===== src/rtl/wb_queue.sv =====
`default_nettype none
// ==========================================================================
// wb_queue - writeback line FIFO, drains each 256-bit line as two beats. r1.0
// ==========================================================================
module wb_queue #(
    parameter int DEPTH   = 4,
    parameter int NLINE_W = 12
) (
    input  logic                     clk,
    input  logic                     rst_n,
    input  logic                     in_wvalid,
    output logic                     in_wready,
    input  logic [NLINE_W-1:0]       in_wid,
    input  logic [255:0]             in_wdata,
    output logic                     mem_valid,
    input  logic                     mem_ready,
    output logic [NLINE_W-1:0]       mem_id,
    output logic                     mem_beat,
    output logic                     mem_last,
    output logic [127:0]             mem_data,
    input  logic [NLINE_W-1:0]       probe_id,
    output logic                     probe_hit,
    output logic [$clog2(DEPTH):0]   count
);

    localparam int AW = $clog2(DEPTH);
    localparam int PW = AW + 1;

    typedef enum logic [1:0] {
        IDLE  = 2'd0,
        BEAT0 = 2'd1,
        BEAT1 = 2'd2
    } state_t;

    state_t               state_q, state_d;
    logic [PW-1:0]        head_q, head_d;
    logic [PW-1:0]        tail_q, tail_d;
    logic [PW-1:0]        count_q, count_d;
    logic [DEPTH-1:0]     occ_q, occ_d;
    logic [NLINE_W-1:0]   id_mem   [DEPTH];
    logic [255:0]         data_mem [DEPTH];
    logic                 enq;
    logic                 deq;
    logic [AW-1:0]        head_idx;
    logic [AW-1:0]        tail_idx;

    assign head_idx  = head_q[AW-1:0];
    assign tail_idx  = tail_q[AW-1:0];
    assign in_wready = (count_q != PW'(DEPTH));
    assign enq       = in_wvalid && in_wready;
    assign deq       = (state_q == BEAT1) && mem_ready;

    always_comb begin
        head_d  = head_q + {{AW{1'b0}}, deq};
        tail_d  = tail_q + {{AW{1'b0}}, enq};
        occ_d   = occ_q;
        count_d = count_q;
        if (deq) occ_d[head_idx] = 1'b0;
        if (enq) occ_d[tail_idx] = 1'b1;
        unique case ({enq, deq})
            2'b10:   count_d = count_q + PW'(1);
            2'b01:   count_d = count_q - PW'(1);
            default: count_d = count_q;
        endcase
    end

    // Leaving IDLE on the enqueue edge itself gives mem_valid in the first cycle count >= 1.
    always_comb begin
        state_d = state_q;
        unique case (state_q)
            IDLE:    if (count_q != '0 || enq) state_d = BEAT0;
            BEAT0:   if (mem_ready) state_d = BEAT1;
            BEAT1:   if (mem_ready) state_d = (count_d != '0) ? BEAT0 : IDLE;
            default: state_d = IDLE;
        endcase
    end

    always_ff @(posedge clk or negedge rst_n) begin
        if (!rst_n) begin
            state_q <= IDLE;
            head_q  <= '0;
            tail_q  <= '0;
            count_q <= '0;
            occ_q   <= '0;
        end else begin
            state_q <= state_d;
            head_q  <= head_d;
            tail_q  <= tail_d;
            count_q <= count_d;
            occ_q   <= occ_d;
        end
    end

    always_ff @(posedge clk) begin
        if (enq) begin
            id_mem[tail_idx]   <= in_wid;
            data_mem[tail_idx] <= in_wdata;
        end
    end

    assign mem_valid = (state_q != IDLE);
    assign mem_beat  = (state_q == BEAT1);
    assign mem_last  = (state_q == BEAT1);
    assign mem_id    = id_mem[head_idx];
    assign mem_data  = mem_beat ? data_mem[head_idx][255:128] : data_mem[head_idx][127:0];
    assign count     = count_q;

    // Occupancy bits are registered, so same-cycle enqueue/dequeue do not affect the probe.
    always_comb begin
        probe_hit = 1'b0;
        for (int i = 0; i < DEPTH; i++) begin
            if (occ_q[i] && (id_mem[i] == probe_id)) probe_hit = 1'b1;
        end
    end

endmodule
`default_nettype wire


===== config.mk =====
export PLATFORM = sky130hd
export DESIGN_NAME = wb_queue
export DESIGN_NICKNAME = d
export VERILOG_FILES = /design/src/rtl/wb_queue.sv
export SDC_FILE = /design/constraint.sdc
export NUM_CORES = 1
export LEC_CHECK = 0
export BUFFER_PORTS_ARGS = -buffer_cell sky130_fd_sc_hd__buf_2
export CAP_MARGIN = 20
export CORE_MARGIN = 2
export CORE_UTILIZATION = 41
export DETAILED_ROUTE_END_ITERATION = 7
export GPL_ROUTABILITY_DRIVEN = 0
export GPL_TIMING_DRIVEN = 0
export PLACE_DENSITY = 0.65
export SLEW_MARGIN = 20
export SYNTH_ARGS = -nofsm -noshare
export SYNTH_HDL_FRONTEND = slang
export SYNTH_SLANG_ARGS = --single-unit

===== constraint.sdc =====
create_clock -name clk -period 46.5 [get_ports clk]
set_input_delay 2.325 -clock clk [delete_from_list [all_inputs] [get_ports clk]]
set_output_delay 2.325 -clock clk [all_outputs]
set_load 0.01 [all_outputs]

Word level (Yosys, flattened, before mapping)
Memories as Yosys holds them, arrays and structs flattened.
Cells that the tools add are included.
- register bits: 15
- RAM bits: 1072
- input bits: 284
- output and inout bits: 148
- memories: 2
- memories (name ; words ; bits a word ; rd ports ; clocked after memory_dff ; write ports ; line ; RTL):
    data_mem ; 4 ; 256 ; 1 ; 0 ; 1 ; 41 ; logic [255:0] data_mem [DEPTH];
    id_mem ; 4 ; 12 ; 5 ; 0 ; 1 ; 40 ; logic [NLINE_W-1:0] id_mem [DEPTH];
- $add $sub $neg: 4
- magnitude comparators: 4
- equal/unequal tests: 12
- multiplexer cells: 19
- bitwise logic cells: 3
- reductions and logical operators: 14
- operators with widths (cell ; count):
    $mux 128 ; 1
    $eq 12x12->1 ; 4
    $mux 1 ; 9
    $logic_and 1x1->1 ; 8
    $mux 4 ; 2
    $add 3x1->3 ; 2
    $lt 2x3->1 const B ; 2
    $mux 2 ; 3
    $ne 2x2->1 const B ; 3
    $pmux 2 s3 ; 1
    $pmux 3 s2 ; 1
    $reduce_bool 3->1 ; 2
    $and 4x4->4 ; 1
    $demux 1 s2 ; 2
    $eq 2x1->1 const B ; 2
    $eq 2x2->1 const B ; 2
    $ge 2x1->1 const B ; 2
    $not 4->4 ; 1
    $or 4x4->4 ; 1
    $add 3x1->3 const B ; 1
    $ne 3x3->1 const B ; 1
    $reduce_and 3->1 ; 1
    $sub 3x1->3 const B ; 1
    $logic_not 2->1 ; 1
    2 further kinds ; 2

Depth between registers and ports, before layout
- depth in word-level cells: 9
- gate-level depth with buffers: 11
- mapped depth without buffers: 11

Least setup slack after synthesis
OpenSTA, ideal clock, no wires.
- kind: in2reg
- from: input port in_wvalid
- to: memory data_mem[1][0] (enable)
- data arrival time: 20.474 ns
- required time: 45.272 ns
- path slack: 24.798 ns
- cell stages on the path: 2
- cell sequence: nand2_1 -> nor3_1
- word-level cells in the longest chain between the ends: 3
- RTL lines (item ; line ; RTL):
    start: declaration ; 11 ; input logic in_wvalid,
    $logic_and 1x1->1 ; 50 ; assign enq = in_wvalid && in_wready;
    $mux 1 ; 95 ; if (enq) begin
    $mux 1 (implied by the code) ; 97 ; data_mem[tail_idx] <= in_wdata;
    end: declaration ; 41 ;
No other way between the ends.

Final worst setup path
- from: input port probe_id[7]
- to: output port probe_hit
- word-level cells in the longest chain between the ends: 6
- elaborated cells between the ends (all ways): 12
- classes of those cells: 4 x eq/ne; 4 x mux; 4 x reduce/logical
- RTL lines (item ; line ; RTL):
    start: declaration ; 21 ; input logic [NLINE_W-1:0] probe_id,
    $eq 12x12->1 ; 112 ; if (occ_q[i] && (id_mem[i] == probe_id)) probe_hit = 1'b1;
    $logic_and 1x1->1 ; 112 ;
    $mux 1 (3 in series) ; 112 ;
    $mux 1 (*) ; 112 ;
    end: declaration ; 22 ; output logic probe_hit,
Mark *: on every way between the ends. The rest lies on a longest branch, timed or not.

==> flow_summary.json <==
{
  "grt_max_degree": 47,
  "p_int_uw": 2200,
  "synth_xor_area_share_pct": 1.12,
  "post-route-period-util_pct": 12.6,
  "fin_ws_ns": 40.64,
  "route.detailed.drc": 0,
  "ys_seq_elements": 1085,
  "regArea_mm2": 0.0325,
  "rsz0062_at_grt": "no",
  "fillCellCount": 8076,
  "skew_ns": 0.0207,
  "area.growth.synth_to_final_pct": 20.2,
  "clock-root-buffer": "clkbuf_16",
  "clkTransAtPathRegs_ns": 0.06,
  "yosys.cell_types.count": 32,
  "synthMostInstantiatedCell": "edfxtp_1",
  "max_cap_violations": 0,
  "synth_top_family_by_area": "multiplexers",
  "drt_pass1_iterations": 5,
  "nets": 2873,
  "pwr-share-seq_pct": 42.0,
  "status": "finished clean",
  "setup_tns_ns": 0,
  "ctsHoldBuffers": 0,
  "slew_headroom_pct": 32.3,
  "critPathLaunchType": "primary input",
  "drive_above_1_share_pct": 37.2,
  "design_area_mm2": 0.0497,
  "dieHeight_um": 322,
  "cp.arrival_ns": 3.54,
  "antenna_found_initial": 42,
  "start_util_pct": 41.4,
  "synthAdderAreaFrac_pct": 0.139,
  "grt_pass1_vias": 22100,
  "cts_tree": "done",
  "synthFlopType": "edfxtp_1",
  "worst_pin_slew_ns": 1.01,
  "cts.htree.levels": 3,
  "ant_nets": 0,
  "hold_start": "occ_q[3]",
  "p_sw_share_pct": 30.6,
  "yosysSeqAreaShare_pct": 78.6,
  "comb_power_share_pct": 31.9,
  "dp_hpwl_um": 68200,
  "setup.worst_path.end_class": "output pin",
  "critPathRequiredTime_ns": 44.17,
  "synth_top_area_share_pct": 77.8,
  "boundaryPins": 432,
  "wl_per_cell_um": 24.0,
  "p_leak_uw": 0.0173,
  "critPathKind": "in2out",
  "placementRows": 116,
  "synth_area_leaders": "edfxtp_1, mux4_2, nand2_1",
  "syn_area_per_cell_um2": 21.2,
  "synth_warnings": 0,
  "setup_viol": 0,
  "drtIter0Drc": 1653,
  "muxShareOfSynthArea_pct": 14.6,
  "r2r_setup_slack_ns": 42.74,
  "pwr-share-clk_pct": 26.0,
  "cts_resized": 0,
  "clk_path_buf_depth": 3,
  "cts_buffers": 109,
  "startpoint": "probe_id[7]",
  "p_sw_uw": 969,
  "synth-simple-area-share_pct": 4.00,
  "synth_nets": 2240,
  "synth-async-reset-ratio_pct": 1.20,
  "wl_um": 95700,
  "whs_ns": 0.504,
  "dr_total_vias": 20700,
  "post_cts_buffers": 0,
  "placed_cell_area_mm2": 0.0463,
  "hold_class": "reg2reg",
  "synth-edff-count": 1072,
  "dp_slack_ns": 40.62,
  "rr_startpoint": "count[0]",
  "grt_pass1_wl_um": 141000,
  "portBuffers": 419,
  "core_mm2": 0.100,
  "multi_input_comb_area_mm2": 0.00831,
  "p_per_area_mw_per_mm2": 63.8,
  "die_area_mm2": 0.103,
  "hold_viol": 0,
  "period_minus_slack_ns": 5.86,
  "fmax_mhz": 171,
  "clk_latency_ns": 0.68,
  "syn_inst": 1952,
  "yosys-top-cells-count": "edfxtp_1, nand2_1, mux4_2, xnor2_1, clkbuf_1",
  "numClockSinks": 1085,
  "peakVddDrop_uv": 40.1,
  "vias_per_cell": 5.19,
  "grt_overflow": 0,
  "cp_max_fo": 4,
  "grtUsageTotal_pct": 18.5,
  "yosysTopAreaCell": "edfxtp_1",
  "die_w_um": 322,
  "synth_compound_area_share_pct": 0.166,
  "syn_area_mm2": 0.0414,
  "drv_slew": 0
}
worst max-delay path, cell delays in order:
cell	delay, ns
clkbuf_2	0.14
xnor2_1	0.18
nand4_1	0.11
nor4_1	0.05
or4_1	0.56
buf_2	0.18
layer usage:
layer  vias up  share of wire [%]  track usage [%]
met5         -               0.24                0
met4        38                2.6             6.41
met3       189                6.3             4.38
met2       583                 52             31.7
met1     10700                 39             23.1
li1       9151                  -                -
sequential cells by signal, summed over array words and instances (netlist names):
signal and flops:
id_mem 48, tail_q 2, state_q 2, head_q 2
count 3, occ_q 4, data_mem 1024
area by class of cell:
cell class | instances | share of cell area [%]
Antenna cell | 18 | 0.0906
Buffer | 101 | 1.05
Clock buffer | 142 | 5.84
Clock inverter | 54 | 0.909
Inverter | 6 | 0.0453
Multi-Input combinational cell | 760 | 16.7
Sequential cell | 1085 | 65.4
Tap cell | 1298 | 3.27
Timing Repair Buffer | 522 | 6.65
metrics by stage:
stage | instances | utilization (%) | total power [uW]
finish | 3986 | 49.7 | 3170
global route | 3981 | 49.7 | 3320
CTS | 3968 | 49.7 | 3220
detailed placement | 3772 | 46.3 | 2390
global placement | 3669 | 45.1 | 2510
floorplan | 1952 | - | 2060
final timing paths:
check                                        to  depth (start not counted)
worst max-delay path                  probe_hit                          6
worst min-delay path                   occ_q[3]                          1
worst max register to register  data_mem[1][47]                         15
worst min register to register         occ_q[3]                          1
max in group asynchronous              occ_q[3]                          1
min in group asynchronous              count[2]                          1
logic make-up (layout without fill, tap and decap cells):
kind of cell / Yosys count / count (layout)
fa+ha+maj: 4 / 4
buf+inv: 107 / 825
simple gates: 424 / 424
mux: 269 / 269
xor+xnor: 53 / 53
other cells: 0 / 18
compound gates: 10 / 10
flops: 1085 / 1085
cells in the final DEF (no fill, tap or decap), drive strengths merged:
cell,Yosys,layout
clkinvlp,0,4
nand3,6,6
a21o,1,1
mux4,268,268
nand2,393,393
mux2,1,1
clkinv,0,39
nor4,5,5
nand2b,1,1
fa,1,1
o21ai,3,3
o31ai,4,4
edfxtp,1072,1072
nor3,2,2
or3,1,1
and3,2,2
xnor2,50,50
bufinv,0,6
nor2,3,3
xor2,3,3
ha,3,3
inv,6,11
diode,0,18
or2,1,1
buf,60,582
nand3b,1,1
nand4,8,8
dfrtp,13,13
or4,1,1
clkbuf,41,183
a211oi,1,1
o22a,1,1
power by group through the flow:
stage,clock [uW],sequential [uW],combinational [uW]
detailed placement,0,1350,1030
global route,884,1350,1090
CTS,847,1330,1040
floorplan,0,1450,614
finish,825,1330,1010
global placement,0,1550,961
Power figures use the tool's default switching activity.
